File: config.mk
export PLATFORM = sky130hd
export DESIGN_NAME = vram_scanout_flat
export DESIGN_NICKNAME = d
export VERILOG_FILES = /design/src/rtl/vram_scanout_pkg.sv /design/src/rtl/vram_scanout_if.sv /design/src/rtl/video_timing_gen.sv /design/src/rtl/vram_scanout.sv /design/src/flat_wrapper.sv
export SDC_FILE = /design/constraint.sdc
export NUM_CORES = 1
export LEC_CHECK = 0
export BUFFER_PORTS_ARGS = -buffer_cell sky130_fd_sc_hd__buf_2
export CORE_MARGIN = 1.5
export CORE_UTILIZATION = 35
export CTS_CLUSTER_SIZE = 30
export DETAILED_ROUTE_END_ITERATION = 16
export PLACE_DENSITY = 0.57
export SLEW_MARGIN = 20
export SYNTH_ARGS = -nofsm -noshare
export SYNTH_HDL_FRONTEND = slang
export SYNTH_HIERARCHICAL = 1
export SYNTH_SLANG_ARGS = --single-unit
export TNS_END_PERCENT = 100
File: constraint.sdc
create_clock -name i_clk -period 7.3 [get_ports i_clk]
set_input_delay 0.73 -clock i_clk [delete_from_list [all_inputs] [get_ports i_clk]]
set_output_delay 0.73 -clock i_clk [all_outputs]
set_load 0.02 [all_outputs]
File: src/rtl/vram_scanout_pkg.sv
// Shared constants and types for the VRAM scanout engine:
// default raster timing, image geometry and the reset palette.
package vram_scanout_pkg;

  localparam int DEF_WIDTH    = 128;
  localparam int DEF_HEIGHT   = 128;
  localparam int DEF_SCALE    = 3;
  localparam int DEF_H_ACTIVE = 640;
  localparam int DEF_H_FP     = 16;
  localparam int DEF_H_SYNC   = 96;
  localparam int DEF_H_BP     = 48;
  localparam int DEF_V_ACTIVE = 480;
  localparam int DEF_V_FP     = 10;
  localparam int DEF_V_SYNC   = 2;
  localparam int DEF_V_BP     = 33;
  localparam bit DEF_SYNC_POL = 1'b0;

  localparam int DEF_ADDRESS_WIDTH =
    $clog2((DEF_WIDTH * DEF_HEIGHT + 1) >> 1);

  typedef struct packed {
    logic [7:0] r;
    logic [7:0] g;
    logic [7:0] b;
  } rgb_t;

  // Standard 16-colour VGA set, index 0 first.
  localparam rgb_t DEF_PAL [16] = '{
    24'h000000, 24'h0000AA, 24'h00AA00, 24'h00AAAA,
    24'hAA0000, 24'hAA00AA, 24'hAA5500, 24'hAAAAAA,
    24'h555555, 24'h5555FF, 24'h55FF55, 24'h55FFFF,
    24'hFF5555, 24'hFF55FF, 24'hFFFF55, 24'hFFFFFF
  };

endpackage

File: src/rtl/vram_scanout_if.sv
// VRAM video read port as seen by the scanout engine.
// master: drives o_mev/o_adrv, receives i_qv one clock later.
interface vram_scanout_if #(
  parameter int ADDRESS_WIDTH =
    vram_scanout_pkg::DEF_ADDRESS_WIDTH
);

  logic                     o_mev;
  logic [ADDRESS_WIDTH-1:0] o_adrv;
  logic [7:0]               i_qv;

  modport master (
    output o_mev,
    output o_adrv,
    input  i_qv
  );

  modport slave (
    input  o_mev,
    input  o_adrv,
    output i_qv
  );

endinterface

File: src/rtl/video_timing_gen.sv
// Raster counters plus undelayed (stage-0) de/sync/frame_start.
// Ports: i_clk, i_rst, o_hcnt, o_vcnt, o_de, o_hsync, o_vsync,
// o_frame_start, o_line_end (last clock of line), o_frame_end.
module video_timing_gen
  import vram_scanout_pkg::*;
#(
  parameter int H_ACTIVE = DEF_H_ACTIVE,
  parameter int H_FP     = DEF_H_FP,
  parameter int H_SYNC   = DEF_H_SYNC,
  parameter int H_BP     = DEF_H_BP,
  parameter int V_ACTIVE = DEF_V_ACTIVE,
  parameter int V_FP     = DEF_V_FP,
  parameter int V_SYNC   = DEF_V_SYNC,
  parameter int V_BP     = DEF_V_BP,
  parameter bit SYNC_POL = DEF_SYNC_POL,
  parameter int HW =
    $clog2(H_ACTIVE + H_FP + H_SYNC + H_BP + 1),
  parameter int VW =
    $clog2(V_ACTIVE + V_FP + V_SYNC + V_BP + 1)
)(
  input  logic          i_clk,
  input  logic          i_rst,
  output logic [HW-1:0] o_hcnt,
  output logic [VW-1:0] o_vcnt,
  output logic          o_de,
  output logic          o_hsync,
  output logic          o_vsync,
  output logic          o_frame_start,
  output logic          o_line_end,
  output logic          o_frame_end
);

  localparam int H_TOTAL = H_ACTIVE + H_FP + H_SYNC + H_BP;
  localparam int V_TOTAL = V_ACTIVE + V_FP + V_SYNC + V_BP;

  localparam logic [HW-1:0] H_LAST = HW'(H_TOTAL - 1);
  localparam logic [HW-1:0] H_ACT  = HW'(H_ACTIVE);
  localparam logic [HW-1:0] HS_BEG = HW'(H_ACTIVE + H_FP);
  localparam logic [HW-1:0] HS_END =
    HW'(H_ACTIVE + H_FP + H_SYNC);

  localparam logic [VW-1:0] V_LAST = VW'(V_TOTAL - 1);
  localparam logic [VW-1:0] V_ACT  = VW'(V_ACTIVE);
  localparam logic [VW-1:0] VS_BEG = VW'(V_ACTIVE + V_FP);
  localparam logic [VW-1:0] VS_END =
    VW'(V_ACTIVE + V_FP + V_SYNC);

  logic [HW-1:0] hcnt;
  logic [VW-1:0] vcnt;

  always_ff @(posedge i_clk) begin
    if (i_rst) begin
      hcnt <= '0;
      vcnt <= '0;
    end else if (hcnt == H_LAST) begin
      hcnt <= '0;
      vcnt <= (vcnt == V_LAST) ? '0 : vcnt + 1'b1;
    end else begin
      hcnt <= hcnt + 1'b1;
    end
  end

  logic h_in_sync;
  logic v_in_sync;

  assign h_in_sync = (hcnt >= HS_BEG) && (hcnt < HS_END);
  assign v_in_sync = (vcnt >= VS_BEG) && (vcnt < VS_END);

  assign o_hcnt        = hcnt;
  assign o_vcnt        = vcnt;
  assign o_de          = (hcnt < H_ACT) && (vcnt < V_ACT);
  assign o_hsync       = h_in_sync ? SYNC_POL : ~SYNC_POL;
  assign o_vsync       = v_in_sync ? SYNC_POL : ~SYNC_POL;
  assign o_frame_start = (hcnt == '0) && (vcnt == '0);
  assign o_line_end    = (hcnt == H_LAST);
  assign o_frame_end   = (hcnt == H_LAST) && (vcnt == V_LAST);

endmodule

File: src/rtl/vram_scanout.sv
// 4bpp VRAM scanout: scaled image fetch, palette map, RGB out.
// Ports: i_clk/i_rst, vram (master), palette write port,
// o_de/o_hsync/o_vsync/o_r/o_g/o_b/o_frame_start, 2-clock latency.
module vram_scanout
  import vram_scanout_pkg::*;
#(
  parameter int WIDTH    = DEF_WIDTH,
  parameter int HEIGHT   = DEF_HEIGHT,
  parameter int SCALE    = DEF_SCALE,
  parameter int H_ACTIVE = DEF_H_ACTIVE,
  parameter int H_FP     = DEF_H_FP,
  parameter int H_SYNC   = DEF_H_SYNC,
  parameter int H_BP     = DEF_H_BP,
  parameter int V_ACTIVE = DEF_V_ACTIVE,
  parameter int V_FP     = DEF_V_FP,
  parameter int V_SYNC   = DEF_V_SYNC,
  parameter int V_BP     = DEF_V_BP,
  parameter bit SYNC_POL = DEF_SYNC_POL,
  parameter int ADDRESS_WIDTH =
    $clog2((WIDTH * HEIGHT + 1) >> 1)
)(
  input  logic              i_clk,
  input  logic              i_rst,
  vram_scanout_if.master    vram,
  input  logic              i_pal_we,
  input  logic [3:0]        i_pal_idx,
  input  logic [23:0]       i_pal_data,
  output logic              o_de,
  output logic              o_hsync,
  output logic              o_vsync,
  output logic [7:0]        o_r,
  output logic [7:0]        o_g,
  output logic [7:0]        o_b,
  output logic              o_frame_start
);

  localparam int H_TOTAL = H_ACTIVE + H_FP + H_SYNC + H_BP;
  localparam int V_TOTAL = V_ACTIVE + V_FP + V_SYNC + V_BP;
  localparam int HW = $clog2(H_TOTAL + 1);
  localparam int VW = $clog2(V_TOTAL + 1);
  localparam int AW = ADDRESS_WIDTH;
  // One extra bit: the LSB of the pixel index picks the nibble.
  localparam int IW = AW + 1;
  localparam int SW = $clog2(SCALE + 1);
  localparam int YW = $clog2(HEIGHT + 1);

  localparam logic [SW-1:0] S_LAST    = SW'(SCALE - 1);
  localparam logic [YW-1:0] PY_LAST   = YW'(HEIGHT - 1);
  localparam logic [IW-1:0] LINE_STEP = IW'(WIDTH);
  localparam logic [HW-1:0] WIN_W     = HW'(WIDTH * SCALE);
  localparam logic [VW-1:0] WIN_H     = VW'(HEIGHT * SCALE);

  logic [HW-1:0] hcnt;
  logic [VW-1:0] vcnt;
  logic de0, hs0, vs0, fs0;
  logic line_end, frame_end;

  video_timing_gen #(
    .H_ACTIVE (H_ACTIVE),
    .H_FP     (H_FP),
    .H_SYNC   (H_SYNC),
    .H_BP     (H_BP),
    .V_ACTIVE (V_ACTIVE),
    .V_FP     (V_FP),
    .V_SYNC   (V_SYNC),
    .V_BP     (V_BP),
    .SYNC_POL (SYNC_POL),
    .HW       (HW),
    .VW       (VW)
  ) u_timing (
    .i_clk         (i_clk),
    .i_rst         (i_rst),
    .o_hcnt        (hcnt),
    .o_vcnt        (vcnt),
    .o_de          (de0),
    .o_hsync       (hs0),
    .o_vsync       (vs0),
    .o_frame_start (fs0),
    .o_line_end    (line_end),
    .o_frame_end   (frame_end)
  );

  // Scale sub-counters track hcnt/vcnt so that px = hcnt/SCALE
  // and line_base = (vcnt/SCALE)*WIDTH without any divider.
  logic [SW-1:0] xs;
  logic [SW-1:0] ys;
  logic [HW-1:0] px;
  logic [YW-1:0] py;
  logic [IW-1:0] line_base;

  always_ff @(posedge i_clk) begin
    if (i_rst) begin
      xs        <= '0;
      ys        <= '0;
      px        <= '0;
      py        <= '0;
      line_base <= '0;
    end else if (line_end) begin
      xs <= '0;
      px <= '0;
      if (frame_end) begin
        ys        <= '0;
        py        <= '0;
        line_base <= '0;
      end else if (ys == S_LAST) begin
        ys <= '0;
        // Saturate below the image so line_base stays in range.
        if (py != PY_LAST) begin
          py        <= py + 1'b1;
          line_base <= line_base + LINE_STEP;
        end
      end else begin
        ys <= ys + 1'b1;
      end
    end else if (xs == S_LAST) begin
      xs <= '0;
      px <= px + 1'b1;
    end else begin
      xs <= xs + 1'b1;
    end
  end

  logic          win0;
  logic [IW-1:0] idx;
  logic [AW-1:0] adr_q;

  // px keeps counting past the window; the truncated index is
  // only consumed while win0 is set.
  assign win0 = (hcnt < WIN_W) && (vcnt < WIN_H);
  assign idx  = line_base + IW'(px);

  assign vram.o_mev  = win0 & ~i_rst;
  assign vram.o_adrv = vram.o_mev ? idx[AW:1] : adr_q;

  always_ff @(posedge i_clk) begin
    if (i_rst) begin
      adr_q <= '0;
    end else if (vram.o_mev) begin
      adr_q <= idx[AW:1];
    end
  end

  rgb_t pal [16];

  always_ff @(posedge i_clk) begin
    if (i_rst) begin
      for (int i = 0; i < 16; i++) begin
        pal[i] <= DEF_PAL[i];
      end
    end else if (i_pal_we) begin
      pal[i_pal_idx] <= rgb_t'(i_pal_data);
    end
  end

  // Stage 1: window flag and nibble select wait for i_qv.
  logic win_q;
  logic odd_q;

  always_ff @(posedge i_clk) begin
    if (i_rst) begin
      win_q <= 1'b0;
      odd_q <= 1'b0;
    end else begin
      win_q <= win0;
      odd_q <= idx[0];
    end
  end

  // Stage 2: palette lookup sees pre-write contents this clock.
  logic [3:0] nib;
  rgb_t       rgb_q;

  assign nib = odd_q ? vram.i_qv[7:4] : vram.i_qv[3:0];

  always_ff @(posedge i_clk) begin
    if (i_rst) begin
      rgb_q <= '0;
    end else begin
      rgb_q <= win_q ? pal[nib] : '0;
    end
  end

  // Two-deep delay lines: bit 0 = stage 1, bit 1 = stage 2.
  logic [1:0] de_d;
  logic [1:0] hs_d;
  logic [1:0] vs_d;
  logic [1:0] fs_d;

  always_ff @(posedge i_clk) begin
    if (i_rst) begin
      de_d <= '0;
      hs_d <= {2{~SYNC_POL}};
      vs_d <= {2{~SYNC_POL}};
      fs_d <= '0;
    end else begin
      de_d <= {de_d[0], de0};
      hs_d <= {hs_d[0], hs0};
      vs_d <= {vs_d[0], vs0};
      fs_d <= {fs_d[0], fs0};
    end
  end

  assign o_de          = de_d[1];
  assign o_hsync       = hs_d[1];
  assign o_vsync       = vs_d[1];
  assign o_frame_start = fs_d[1];
  assign o_r           = rgb_q.r;
  assign o_g           = rgb_q.g;
  assign o_b           = rgb_q.b;

endmodule

File: src/flat_wrapper.sv
// flat-port wrapper written by rule: the top's interface ports become plain ports
module vram_scanout_flat import vram_scanout_pkg::*;
#(
  parameter int WIDTH    = DEF_WIDTH,
  parameter int HEIGHT   = DEF_HEIGHT,
  parameter int SCALE    = DEF_SCALE,
  parameter int H_ACTIVE = DEF_H_ACTIVE,
  parameter int H_FP     = DEF_H_FP,
  parameter int H_SYNC   = DEF_H_SYNC,
  parameter int H_BP     = DEF_H_BP,
  parameter int V_ACTIVE = DEF_V_ACTIVE,
  parameter int V_FP     = DEF_V_FP,
  parameter int V_SYNC   = DEF_V_SYNC,
  parameter int V_BP     = DEF_V_BP,
  parameter bit SYNC_POL = DEF_SYNC_POL,
  parameter int ADDRESS_WIDTH =
    $clog2((WIDTH * HEIGHT + 1) >> 1)
)
  (i_clk, i_rst, i_pal_we, i_pal_idx, i_pal_data, o_de, o_hsync, o_vsync, o_r, o_g, o_b, o_frame_start, vram_o_mev, vram_o_adrv, vram_i_qv);
  vram_scanout_if #(.ADDRESS_WIDTH(ADDRESS_WIDTH)) vram_i ();
  input  logic i_clk;
  input  logic i_rst;
  input  logic i_pal_we;
  input  logic [3:0] i_pal_idx;
  input  logic [23:0] i_pal_data;
  output logic o_de;
  output logic o_hsync;
  output logic o_vsync;
  output logic [7:0] o_r;
  output logic [7:0] o_g;
  output logic [7:0] o_b;
  output logic o_frame_start;
  output wire logic [$bits(vram_i.o_mev)-1:0] vram_o_mev;
  output wire logic [$bits(vram_i.o_adrv)-1:0] vram_o_adrv;
  input wire logic [$bits(vram_i.i_qv)-1:0] vram_i_qv;
  assign vram_o_mev = vram_i.o_mev;
  assign vram_o_adrv = vram_i.o_adrv;
  assign vram_i.i_qv = vram_i_qv;
  vram_scanout #(.WIDTH(WIDTH), .HEIGHT(HEIGHT), .SCALE(SCALE), .H_ACTIVE(H_ACTIVE), .H_FP(H_FP), .H_SYNC(H_SYNC), .H_BP(H_BP), .V_ACTIVE(V_ACTIVE), .V_FP(V_FP), .V_SYNC(V_SYNC), .V_BP(V_BP), .SYNC_POL(SYNC_POL), .ADDRESS_WIDTH(ADDRESS_WIDTH)) u_core (.i_clk(i_clk), .i_rst(i_rst), .vram(vram_i), .i_pal_we(i_pal_we), .i_pal_idx(i_pal_idx), .i_pal_data(i_pal_data), .o_de(o_de), .o_hsync(o_hsync), .o_vsync(o_vsync), .o_r(o_r), .o_g(o_g), .o_b(o_b), .o_frame_start(o_frame_start));
endmodule
==> results of run 1 <==
[final cells by class]
type	count	area share (%)
Multi-Input combinational cell	1666	36.9
Clock buffer	77	5.75
Timing Repair Buffer	115	2.47
Clock inverter	23	0.691
Inverter	22	0.304
Sequential cell	480	49.6
Tap cell	931	4.29
[through the flow]
| step | setup slack [ns] | hold WS (ns) |
|---|---|---|
| after floorplan | 4.39 | 0.389 |
| after CTS | 3.59 | 0.416 |
| final | 3.50 | 0.412 |
| after global placement | 3.16 | 0.402 |
| after detailed placement | 3.58 | 0.396 |
| after global routing | 3.44 | 0.432 |
[cells in the final DEF, fill, tap and decap left out, types with 21 or more instances in the layout]
cell,count
clkbuf_16,55
nor2_1,265
or3_1,170
o22ai_1,88
dfxtp_1,95
o21a_1,29
nor3_1,60
o211ai_1,28
buf_4,36
nor2b_1,96
o21ai_0,162
nand2_1,58
a21oi_1,97
buf_2,78
and2_1,196
o311a_1,23
edfxtp_1,384
or2_2,21
nand2b_1,99
[layer usage]
metal | vias to the layer above | routed length (µm) | global-route usage, %
met4 | 6 | 4040 | 11.3
li1 | 8608 | - | -
met3 | 196 | 6260 | 3.08
met2 | 947 | 37600 | 36.2
met5 | - | 34 | 0
met1 | 9456 | 33600 | 29.9
[report_power, final]
| part | switching, µW | internal (µW) |
|---|---|---|
| clock | 1130 | 1580 |
| sequential | 82.4 | 3100 |
| combinational | 574 | 235 |
| total | 1790 | 4920 |
[registers in the layout, summed over array words and instances, names as in the netlist, 7 cells and up]
| name | count |
|---|---|
| u_core/u_timing/o_hcnt | 10 |
| u_core/line_base | 7 |
| u_core/pal | 384 |
| u_core/o_b | 8 |
| u_core/u_timing/o_vcnt | 10 |
| u_core/adr_q | 13 |
| u_core/py | 8 |
| u_core/o_g | 8 |
| u_core/o_r | 8 |
| u_core/px | 10 |
[worst paths after layout]
check        cells past startpoint                        end  slack [ns]                       from
max                              7   u_core/o_r[3]$_SDFF_PP0_        3.50    u_core/odd_q$_SDFF_PP0_
min                              1  u_core/hs_d[1]$_SDFF_PP1_        0.41  u_core/hs_d[0]$_SDFF_PP1_
max reg2reg                      7   u_core/o_r[3]$_SDFF_PP0_        3.50    u_core/odd_q$_SDFF_PP0_
min reg2reg                      1  u_core/hs_d[1]$_SDFF_PP1_        0.41  u_core/hs_d[0]$_SDFF_PP1_
[kinds of logic after synthesis]
kind of cell,synth area share [%]
and+or+nand+nor,23.4
AOI/OAI and AO/OA,15.5
DFF,55.0
buffers and inverters,4.28
xor gates and xnor gates,0.931
adders and majority gates,0.614
muxes,0.297
==> flow_metrics.env, run 1 <==
export IMPL_outcome="complete, no violations"
export IMPL_postCtsSetupBuffers=0
export IMPL_critical_path_top_delay_family="buffers and inverters"
export IMPL_synth_area_leader_cell="edfxtp_1"
export IMPL_fmax_ghz=0.263
export IMPL_worst_pin_slew_ns=1.08
export IMPL_root_buffer="clkbuf_16"
export IMPL_hold_buffers=0
export IMPL_fp_dieH_um=267
export IMPL_ys_seq_elements=480
export IMPL_final_layout_size_suffix_gt1_share_pct=10.9
export IMPL_hold_class="reg2reg"
export IMPL_worstSetupPathType="reg2reg"
export IMPL_synth_flop_cell="edfxtp_1"
export IMPL_antenna_found_initial=3
export IMPL_htree_levels=2
export IMPL_finalCoreUtilization_pct=39.4
export IMPL_grt_overflow_total=0
export IMPL_via_count=19213
export IMPL_io_pins=81
export IMPL_start_util_pct=35.5
export IMPL_slew_headroom_pct=27.6
export IMPL_synth_most_common_cell="edfxtp_1"
export IMPL_final_cell_area_mm2=0.0271
export IMPL_port_buffers=80
export IMPL_synthCells=2390
export IMPL_crit_fanout=43
export IMPL_cts_buffer_depth=3
export IMPL_crit_buf_inv=2
export IMPL_final_setup_tns_ns=0
export IMPL_num_antenna_cells=0
export IMPL_cts_sinks=480
export IMPL_place_area_mm2=0.0254
export IMPL_power_uw=6710
export IMPL_ys_types=76
export IMPL_ys_seq_area_share_pct=55.0
export IMPL_clock_skew_final_ns=0.0188
export IMPL_drc=0
export IMPL_synth_edf_count=384
export IMPL_die_area_mm2=0.0714
export IMPL_rsz0062_at_grt="false"
export IMPL_power_density_mw_per_mm2=247
export IMPL_dp_cells=3214
export IMPL_detail_route_vias_per_cell=5.80
export IMPL_synth_top_area_share_pct=47.2
export IMPL_post_cts_resized=0
export IMPL_grt_first_pass_wirelength_um=121000
export IMPL_synth_top_cells_by_count="384 x edfxtp_1, 269 x nor2_1, 196 x and2_1"
export IMPL_clock_latency_ns=0.62
export IMPL_drv_cap=0
export IMPL_row_count=96
export IMPL_stdcell_count=3314
export IMPL_multiInputGateArea_mm2=0.0100
export IMPL_critPathCaptureType="flop"
export IMPL_irDropWorstVdd_v=0.000153
export IMPL_synth_async_reset_ratio_pct=0
export IMPL_hpwl_um=50000
export IMPL_p_leak_uw=0.00912
export IMPL_fill_cells=6608
export IMPL_yosysWarnings=6
export IMPL_drv_slew=0
export IMPL_avgSynthCellArea_um2=10.2
export IMPL_crit_chain="buf_4, nand2b_2, buf_4, o22ai_1, o32ai_1, a21oi_1, a32o_1"
export IMPL_cp_start_kind="flop"
export IMPL_area_growth_pct=11.0
export IMPL_ant_nets=0
export IMPL_place_congestion=0.932
export IMPL_grt_pass1_vias=18244
export IMPL_nets=2389
export IMPL_worstPathRequired_ns=7.80
export IMPL_cp_arrival_ns=4.30
export IMPL_post_drt_wl_per_cell_um=24.6
export IMPL_cts_tree="yes"
export IMPL_regArea_mm2=0.0135
export IMPL_first_iter_violations=2180
export IMPL_synth_area_leaders="edfxtp_1 47%, dfxtp_1 7.9%, and2_1 5.0%, or3_1 4.4%, nor2_1 4.1%"
export IMPL_syn_nets=2441
export IMPL_grt_max_degree=79
export IMPL_grt_use_total_pct=22.6
export IMPL_crit_path_top_delay_cell="nand2b_2"
export IMPL_finalSetupViolations=0
export IMPL_synth_area_mm2=0.0244
export IMPL_wirelength_um=81500
export IMPL_drt_first_pass_iters=6
export IMPL_hold_viol=0
export IMPL_core_mm2=0.0688
export IMPL_cts_clk_slew_worst_paths_ns=0.06
export IMPL_cts_made_buffers=53
export IMPL_slowest_delay_ns=0.82
export IMPL_fin_crit_ns=3.80
export IMPL_die_w_um=267
export IMPL_fin_crit_sh_pct=52.1
export IMPL_crit_top_cell="buf_4"
Note: power is estimated with default switching activity, not from simulation.
==> run 2, diff against run 1 <==
--- a/config.mk
+++ b/config.mk
@@ -10,7 +10,7 @@
 export CORE_UTILIZATION = 35
 export CTS_CLUSTER_SIZE = 30
 export DETAILED_ROUTE_END_ITERATION = 16
-export PLACE_DENSITY = 0.57
+export PLACE_DENSITY = 0.59
 export SLEW_MARGIN = 20
 export SYNTH_ARGS = -nofsm -noshare
 export SYNTH_HDL_FRONTEND = slang
==> constraint.sdc (replaced) <==
create_clock -name i_clk -period 3.36 [get_ports i_clk]
set_input_delay 0.336 -clock i_clk [delete_from_list [all_inputs] [get_ports i_clk]]
set_output_delay 0.336 -clock i_clk [all_outputs]
set_load 0.02 [all_outputs]
==> run 2 against run 1 <==
Effect of this change: combinational power up 120%; critical path depth down 1; clock power up 120%; routed wire length down 1.8%; first-iteration DRC count down 3.6%; hold slack worse by 0.16 ns; die area unchanged; largest power group unchanged.
==> flow_metrics.env, run 2 (synthesized netlist as in run 1, its figures left out) <==
export IMPL_outcome="complete, no violations"
export IMPL_power_density_mw_per_mm2=534
export IMPL_cts_made_buffers=51
export IMPL_finalSetupViolations=0
export IMPL_hpwl_um=51000
export IMPL_crit_buf_inv=2
export IMPL_clock_skew_final_ns=0.0227
export IMPL_row_count=96
export IMPL_crit_chain="a22oi_1, nand2_1, clkinv_1, nor2_1, a21oi_1, buf_2"
export IMPL_cp_start_kind="flop"
export IMPL_holdPathEnd="u_core/adr_q[5]$_SDFF_PP0_"
export IMPL_layout_common_cells="384 x edfxtp_1, 268 x nor2_1, 196 x and2_1, 170 x or3_1, 162 x o21ai_0"
export IMPL_crit_path_top_delay_cell="dfxtp_1"
export IMPL_drc=0
export IMPL_num_antenna_cells=0
export IMPL_drt_first_pass_iters=6
export IMPL_ant_nets=0
export IMPL_largest_register="u_core/pal"
export IMPL_grt_max_degree=90
export IMPL_hold_depth=3
export IMPL_antenna_found_initial=3
export IMPL_dr_wl_met2_um=37200
export IMPL_die_w_um=267
export IMPL_drv_cap=0
export IMPL_crit_fanout=17
export IMPL_dr_wl_met3_um=5930
export IMPL_final_setup_tns_ns=0
export IMPL_cts_buffer_depth=3
export IMPL_slew_headroom_pct=27.3
export IMPL_irDropWorstVdd_v=0.000347
export IMPL_io_pins=81
export IMPL_largest_reg_flops=384
export IMPL_r2r_setup_slack_ns=0.60
export IMPL_r2r_start="u_core/odd_q$_SDFF_PP0_"
export IMPL_regToRegEndpoint="u_core/o_g[4]$_SDFF_PP0_"
export IMPL_via_count=19348
export IMPL_drv_slew=0
export IMPL_top_layer_used="met4"
export IMPL_fin_crit_sh_pct=89.0
export IMPL_cp_arrival_ns=2.65
export IMPL_fill_cells=6664
export IMPL_hold_class="in2reg"
export IMPL_area_growth_pct=12.3
export IMPL_post_drt_wl_per_cell_um=23.9
export IMPL_critPathCaptureType="output port"
export IMPL_fp_dieH_um=267
export IMPL_detail_route_vias_per_cell=5.79
export IMPL_cts_clk_slew_worst_paths_ns=0.06
export IMPL_port_buffers=80
export IMPL_rsz0062_at_grt="false"
export IMPL_grt_pass1_vias=18550
export IMPL_first_iter_violations=2101
export IMPL_grt_use_total_pct=22.1
export IMPL_layout_commonest_cell="edfxtp_1"
export IMPL_hold_viol=0
export IMPL_hold_buffers=0
export IMPL_root_buffer="clkbuf_16"
export IMPL_die_area_mm2=0.0714
export IMPL_clock_latency_ns=0.61
export IMPL_pre_cts_ws_ns=0.632
export IMPL_post_cts_resized=0
export IMPL_grt_first_pass_wirelength_um=119000
export IMPL_reg2regPathDepth=5
export IMPL_wirelength_um=80000
export IMPL_setup_ws_ns=0.371
export IMPL_cts_sinks=480
export IMPL_critical_path_top_delay_family="simple AND/OR/NAND/NOR gates"
export IMPL_cts_tree="yes"
export IMPL_top_regs="u_core/pal (384), u_core/adr_q (13)"
export IMPL_slowest_delay_ns=0.50
export IMPL_core_mm2=0.0688
export IMPL_grt_overflow_total=0
export IMPL_htree_levels=2
export IMPL_postCtsSetupBuffers=0
export IMPL_worstPathRequired_ns=3.02
export IMPL_place_congestion=0.950
export IMPL_start_util_pct=35.5
export IMPL_fin_crit_ns=2.99
export IMPL_min_from="i_rst"
export IMPL_worstSetupPathType="reg2out"
export IMPL_fmax_ghz=0.335
export IMPL_p_leak_uw=0.00930
export IMPL_worst_pin_slew_ns=1.09
export IMPL_wirelength_met1_um=33800
export IMPL_final_layout_size_suffix_gt1_share_pct=11.9
export IMPL_nets=2423
-- run 2: worst register-to-register path, delay by kind of cell, from the launching register on --
family	cells	cell delay, ns
AO/OA/AOI/OAI	4	1.14
flip-flops	1	0.58
AND/OR/NAND/NOR	1	0.93
-- run 2: how the worst max path moves through the flow --
stage	from	endpoint	slack [ns]	cells past startpoint
CTS	u_core/u_timing/o_hcnt[8]$_SDFF_PP0_	vram_o_adrv[10]	0.33	6
global placement	vram_i_qv[5]	u_core/o_r[2]$_SDFF_PP0_	0.66	7
detailed placement	vram_i_qv[5]	u_core/o_r[2]$_SDFF_PP0_	0.63	7
floorplan	i_rst	u_core/pal[15][0]$_SDFFCE_PN1P_	0.85	4
global route	u_core/u_timing/o_hcnt[8]$_SDFF_PP0_	vram_o_adrv[12]	0.11	6
finish	u_core/u_timing/o_hcnt[8]$_SDFF_PP0_	vram_o_adrv[10]	0.37	6
-- run 2: metal layers --
metal | GRT usage (%) | vias to the layer above
met3 | 3.23 | 158
met4 | 8.83 | 0
met2 | 35.9 | 903
li1 | - | 8668
met5 | 0 | -
met1 | 29.5 | 9619
-- run 2: layout make-up --
| cell class | count | area [µm²] | area share [%] |
|---|---|---|---|
| clock buffers | 65 | 1420 | 5.18 |
| repair buffers | 151 | 988 | 3.60 |
| clock inverters | 29 | 317 | 1.15 |
| well taps | 931 | 1160 | 4.24 |
| flip-flops and latches | 480 | 13500 | 49.0 |
| inverters | 22 | 82.6 | 0.301 |
| multi-input cells | 1666 | 10000 | 36.5 |
-- run 2: stage by stage --
stage	power [µW]	hold slack [ns]	instances	utilization, %	area [µm²]
after global routing	15100	0.261	3344	39.9	27400
after CTS	14700	0.232	3344	39.9	27400
final	14600	0.252	3344	39.9	27400
after detailed placement	8800	0.401	3250	37.4	25700
after global placement	8770	0.399	3250	37.3	25700
after floorplan	8070	0.389	2390	-	24400
-- run 2: where the power goes --
part	switching (µW)	internal [µW]	leakage, µW	total, µW
sequential	170	6730	0.00454	6900
clock	2420	3510	0.000852	5940
combinational	1260	551	0.00390	1810
total	3850	10800	0.00930	14600
